--- src/rtl/lc3_imm_encoder_if.sv ---
// Input and output streaming channels of the LC-3 immediate encoder, grouped as one bus.
// The master drives words in and accepts results; the slave is the encoder itself.
interface lc3_imm_encoder_if;
  logic        in_valid;
  logic        in_ready;
  logic [15:0] in_value;
  logic [3:0]  in_width;
  logic [15:0] in_instr;
  logic        out_valid;
  logic        out_ready;
  logic [15:0] out_instr;
  logic [10:0] out_field;
  logic        out_ovf;

  modport master (
    output in_valid, in_value, in_width, in_instr, out_ready,
    input  in_ready, out_valid, out_instr, out_field, out_ovf
  );

  modport slave (
    input  in_valid, in_value, in_width, in_instr, out_ready,
    output in_ready, out_valid, out_instr, out_field, out_ovf
  );
endinterface

--- src/rtl/lc3_imm_encoder.sv ---
// Narrows a 16-bit signed value into an LC-3 imm/offset field and packs it into an instruction, 1-cycle latency.
// Output FIFO of DEPTH entries; in_ready is registered from occupancy only. LC3_IMM_SAT_EN clamps overflowing fields.
module lc3_imm_encoder #(
  parameter int DEPTH = 2,
  parameter int ERR_W = 8
) (
  input  logic             clk,
  input  logic             rst,
  lc3_imm_encoder_if.slave bus,
  output logic [ERR_W-1:0] err_count
);

  localparam int PTR_W = (DEPTH > 1) ? $clog2(DEPTH) : 1;
  localparam logic [PTR_W:0] DEPTH_C = DEPTH[PTR_W:0];
  localparam logic [PTR_W:0] ONE_C   = 1;

  typedef struct packed {
    logic [15:0] instr;
    logic [10:0] field;
    logic        ovf;
  } entry_t;

  entry_t             enc;
  logic               legal;
  logic               fit;
  logic [10:0]        mask;
  logic [10:0]        field_max;
  logic [10:0]        field_min;
  logic signed [15:0] upper;

  // Value fits W bits when bits [15:W-1] are a pure sign extension, i.e. the
  // arithmetic shift by W-1 leaves all zeros or all ones.
  always_comb begin
    legal     = (bus.in_width == 4'd5) || (bus.in_width == 4'd6) ||
                (bus.in_width == 4'd9) || (bus.in_width == 4'd11);
    mask      = legal ? (11'h7FF >> (4'd11 - bus.in_width)) : 11'h000;
    field_max = mask >> 1;
    field_min = mask & ~field_max;
    upper     = $signed(bus.in_value) >>> (bus.in_width - 4'd1);
    fit       = (upper == 16'sd0) || (&upper);

    enc.instr = bus.in_instr;
    enc.field = 11'h000;
    enc.ovf   = 1'b1;
    if (legal) begin
      enc.ovf   = ~fit;
      enc.field = bus.in_value[10:0] & mask;
`ifdef LC3_IMM_SAT_EN
      if (!fit) enc.field = bus.in_value[15] ? field_min : field_max;
`endif
      enc.instr = (bus.in_instr & ~{5'b00000, mask}) | {5'b00000, enc.field};
    end
  end

  entry_t             mem [DEPTH];
  logic [PTR_W-1:0]   wr_ptr;
  logic [PTR_W-1:0]   rd_ptr;
  logic [PTR_W:0]     count;
  logic [PTR_W:0]     count_nxt;
  logic               in_ready_q;
  logic               push;
  logic               pop;
  entry_t             head;

  assign push = bus.in_valid & in_ready_q;
  assign pop  = bus.out_valid & bus.out_ready;

  always_comb begin
    count_nxt = count;
    if (push && !pop)      count_nxt = count + ONE_C;
    else if (pop && !push) count_nxt = count - ONE_C;
  end

  always_ff @(posedge clk or posedge rst) begin
    if (rst) begin
      wr_ptr     <= '0;
      rd_ptr     <= '0;
      count      <= '0;
      in_ready_q <= 1'b1;
      err_count  <= '0;
    end else begin
      if (push) wr_ptr <= wr_ptr + 1'b1;
      if (pop)  rd_ptr <= rd_ptr + 1'b1;
      count      <= count_nxt;
      in_ready_q <= (count_nxt < DEPTH_C);
      if (push && enc.ovf && (err_count != {ERR_W{1'b1}}))
        err_count <= err_count + 1'b1;
    end
  end

  // Storage needs no reset: nothing is visible until count says an entry is valid.
  always_ff @(posedge clk) begin
    if (push) mem[wr_ptr] <= enc;
  end

  assign head          = mem[rd_ptr];
  assign bus.in_ready  = in_ready_q;
  assign bus.out_valid = (count != '0);
  assign bus.out_instr = bus.out_valid ? head.instr : 16'h0000;
  assign bus.out_field = bus.out_valid ? head.field : 11'h000;
  assign bus.out_ovf   = bus.out_valid ? head.ovf   : 1'b0;

endmodule

--- src/flat_wrapper.sv ---
// flat-port wrapper written by rule: the top's interface ports become plain ports
module lc3_imm_encoder_flat 
#(
  parameter int DEPTH = 2,
  parameter int ERR_W = 8
)
  (clk, rst, err_count, bus_in_valid, bus_in_value, bus_in_width, bus_in_instr, bus_out_ready, bus_in_ready, bus_out_valid, bus_out_instr, bus_out_field, bus_out_ovf);
  lc3_imm_encoder_if bus_i ();
  input  logic clk;
  input  logic rst;
  output logic [ERR_W-1:0] err_count;
  input wire logic [$bits(bus_i.in_valid)-1:0] bus_in_valid;
  input wire logic [$bits(bus_i.in_value)-1:0] bus_in_value;
  input wire logic [$bits(bus_i.in_width)-1:0] bus_in_width;
  input wire logic [$bits(bus_i.in_instr)-1:0] bus_in_instr;
  input wire logic [$bits(bus_i.out_ready)-1:0] bus_out_ready;
  output wire logic [$bits(bus_i.in_ready)-1:0] bus_in_ready;
  output wire logic [$bits(bus_i.out_valid)-1:0] bus_out_valid;
  output wire logic [$bits(bus_i.out_instr)-1:0] bus_out_instr;
  output wire logic [$bits(bus_i.out_field)-1:0] bus_out_field;
  output wire logic [$bits(bus_i.out_ovf)-1:0] bus_out_ovf;
  assign bus_i.in_valid = bus_in_valid;
  assign bus_i.in_value = bus_in_value;
  assign bus_i.in_width = bus_in_width;
  assign bus_i.in_instr = bus_in_instr;
  assign bus_i.out_ready = bus_out_ready;
  assign bus_in_ready = bus_i.in_ready;
  assign bus_out_valid = bus_i.out_valid;
  assign bus_out_instr = bus_i.out_instr;
  assign bus_out_field = bus_i.out_field;
  assign bus_out_ovf = bus_i.out_ovf;
  lc3_imm_encoder #(.DEPTH(DEPTH), .ERR_W(ERR_W)) u_core (.clk(clk), .rst(rst), .bus(bus_i), .err_count(err_count));
endmodule
--- config.mk ---
export PLATFORM = sky130hd
export DESIGN_NAME = lc3_imm_encoder_flat
export DESIGN_NICKNAME = d
export VERILOG_FILES = /design/src/rtl/lc3_imm_encoder_if.sv /design/src/rtl/lc3_imm_encoder.sv /design/src/flat_wrapper.sv
export SDC_FILE = /design/constraint.sdc
export NUM_CORES = 1
export LEC_CHECK = 0
export ABC_AREA = 1
export CORE_ASPECT_RATIO = 1.2
export CORE_UTILIZATION = 48
export DETAILED_ROUTE_END_ITERATION = 16
export PLACE_DENSITY = 0.77
export REMOVE_ABC_BUFFERS = 1
export SYNTH_ARGS = -nofsm -noshare
export SYNTH_HDL_FRONTEND = slang
export SYNTH_SLANG_ARGS = --single-unit
--- constraint.sdc ---
create_clock -name clk -period 2.2 [get_ports clk]
set_clock_uncertainty 0.1 [all_clocks]
set_input_delay 0.44 -clock clk [delete_from_list [all_inputs] [get_ports clk]]
set_output_delay 0.44 -clock clk [all_outputs]
set_load 0.1 [all_outputs]
==> flow_summary.yaml <==
status:
  run_status: "completed"
worst_setup_path:
  r2r_slack_ns: 0.43
  worstPathRequired_ns: 1.66
  cp-start-kind: "flop"
  r2r_cells: 11
  critPathBufInv: 4
  path_cells: "inv_2, ha_4, inv_8, buf_16, o21ai_1, nor2_1, buf_12"
  cp-startpoint: "u_core.count[0]$_DFFE_PP0P_"
  rr_endpoint: "u_core.count[1]$_DFF_PP0_"
  cp-end-kind: "output port"
  cpMaxStageDelayCell: "dfrtp_1"
  arrival_ns: 1.64
  reg2reg_from: "u_core.count[0]$_DFFE_PP0P_"
  critical_path.top_delay_family: "buffers and inverters"
  critPathKind: "reg2out"
  critPathMaxStageDelay_ns: 0.37
  crit_path_max_fanout: 7
  crit_cells: 7
  endpoint: "bus_out_field[1]"
sta:
  finalMaxSlewViolations: 0
  worst_pin_slew_ns: 0.5355
  rsz0062_at_grt: "yes"
  finalHoldViolCount: 0
  setup_viol: 0
  min_period_ns: 2.176
  worst_slack_ns: 0.02429
  finalCritPeriodShare_pct: 98.90
  fmax_mhz: 459.6
  max-slew-margin-rel_pct: 64.26
  timing.setup.tns_ns: 0
global_route:
  antenna_found_initial: 0
  grt_max_degree: 29
  gr-usage-all-layers_pct: 25.27
  grt_pass1_wl_mm: 17.20
  grt_overflow_total: 0
  grt_pass1_vias: 3726
logic_synthesis:
  netlist_area_um2: 4118
  synthArstFlopShare_pct: 18.84
  ys_types: 31
  synth_seq_cells: 69
  synth_flop_cell: "edfxtp_1"
  syn_avg_cell_area_um2: 8.235
  ys_seq_area_share_pct: 48.77
  synth_area_leaders: "edfxtp_1 41%, nand2_1 11%, nor2_1 7.5%, nand3_1 7.4%, dfrtp_1 7.3%"
  synthCells: 500
  ys_warn_count: 0
  yosysTopAreaCellShare_pct: 40.84
  synth_area_leader_cell: "edfxtp_1"
  synth_common_cells: "119 x nand2_1, 82 x nor2_1, 61 x nand3_1"
  synth.most_common_cell: "nand2_1"
  synth_edf_count: 56
clocking:
  hold_buffers: 0
  htree_levels: 3
  cts_tree: "built"
  path_clk_slew_ns: 0.07
  worst_skew_pair.late_latency_ns: 0.34
  cts-root-buf: "clkbuf_8"
  cts_buffers: 9
  cts_max_path_buffers: 2
  cts.sinks: 69
power_and_ir_drop:
  powerDensity_nw_per_um2: 1528
  p_leak_nw: 2.709
  ir_worst_vdd_uv: 781.3
floorplanning:
  rows: 36
  fp.dieArea_um2: 8954
  start_util_pct: 50.23
  pin_count: 78
  die_w_um: 86.55
  core_area_um2: 8198
  dieHeight_um: 103.5
drt:
  detail-route-antenna-nets: 0
  totalWireLength_mm: 11.05
  dr.first_iter.drc_count: 200
  via_count: 3841
  drcViolationCount: 0
  vias_per_cell: 5.262
  firstDrtPassIters: 4
  post_drt_wl_per_cell_um: 15.14
flow_run:
  cap_violations: 0
final_layout:
  final_nets: 665
  diodes: 0
  regArea_um2: 2008
  area_growth_syn_to_layout_pct: 46.73
  multi_input_area_um2: 2073
  fill_cells: 615
  drive_gt1_share_pct: 30.03
placement:
  place_hpwl_mm: 7.931
  pre_cts_slack_ns: -0.9984
  numPortBuffers: 77
  routabilityCongestion: 0.9020
min_path:
  hold_class: "in2async"
[registers in the layout (all words and copies together) (netlist names)]
name and cells:
u_core.wr_ptr 1, u_core.count 2, u_core.bus.in_ready 1, u_core.err_count 8, u_core.rd_ptr 1, u_core.mem 56
[placed cells by master, fill, tap and decap left out, drive strengths merged]
master         count
nor4               1
dlymetal6s2s       8
a31oi              1
nand3             71
dfstp              1
nand4              7
xor2               5
xnor2              2
clkdlybuf4s50     28
buf               80
dfrtp             12
o21ai             53
ha                14
edfxtp            56
nor2              83
nand2            131
a21oi              1
inv               41
clkinv             2
a211oi             1
or2                1
clkbuf            17
[per-stage QoR]
stage	total power, mW	hold slack [ns]	util [%]	cell area (um^2)	instances
after floorplan	5.645	0.2162	-	3989	480
after global placement	7.851	0.3615	67.22	5510	709
after detailed placement	7.939	0.3844	67.22	5510	709
after CTS	9.062	0.3479	71.40	5853	729
after global routing	9.569	0.3902	73.70	6042	730
final	9.231	0.3364	73.70	6042	730
[power by group]
group	switching (mW)	internal [mW]	leakage, nW	total (mW)
combinational	4.37	2.15	1.94	6.51
clock	0.432	0.467	0.0881	0.899
sequential	0.126	1.69	0.678	1.82
[final cells by class]
class                           count  share of cell area (%)
Multi-Input combinational cell    371                   34.31
Sequential cell                    69                   33.24
Timing Repair Buffer              119                   24.21
Inverter                           41                   3.044
Clock buffer                       14                   2.692
Tap cell                          114                   2.361
Clock inverter                      2                  0.1450
[worst min-delay path by stage]
stage / end / slack [ns] / cells after the start
floorplan: u_core.count[0]$_DFFE_PP0P_ / 0.22 / 1
global placement: u_core.count[0]$_DFFE_PP0P_ / 0.36 / 2
detailed placement: u_core.err_count[6]$_DFFE_PP0P_ / 0.38 / 2
CTS: u_core.err_count[6]$_DFFE_PP0P_ / 0.35 / 2
global route: u_core.err_count[6]$_DFFE_PP0P_ / 0.39 / 2
finish: u_core.err_count[5]$_DFFE_PP0P_ / 0.34 / 2
[worst register-to-register path, stage by stage, from the launching register on]
cell and delay (ns):
dfrtp_1 0.39, inv_2 0.08, ha_4 0.15, inv_8 0.05, buf_16 0.13, nand2_1 0.11
inv_1 0.06, ha_1 0.21, o21ai_0 0.14, nand2_1 0.06, o21ai_0 0.10, inv_1 0.06
[repair_timing]
action / CTS / global route
cloned: 3 / 1
gates resized for setup: 44 / 82
pin swaps: 11 / 28
buffers inserted: 1 / 1
setup endpoints to repair: 64 / 36
[cells by family (layout without fill, tap and decap cells)]
| family | Yosys count | in the layout | share of synthesized area (%) |
|---|---|---|---|
| buffers and inverters | 61 | 176 | 7.110 |
| XOR/XNOR | 7 | 7 | 1.489 |
| adder cells (fa/ha/maj) | 14 | 14 | 4.254 |
| AND/OR/NAND/NOR | 293 | 294 | 31.48 |
| flip-flops | 69 | 69 | 48.77 |
| AO/OA/AOI/OAI | 56 | 56 | 6.898 |
[per-layer routing]
layer	vias to the layer above	track usage, %	wire length (um)
li1	1880	-	-
met1	1798	27.69	4201
met2	141	48.96	5981
met3	22	3.095	514
met4	0	11.03	354
met5	-	0	0
No activity file was read; power rests on OpenSTA's default activity.
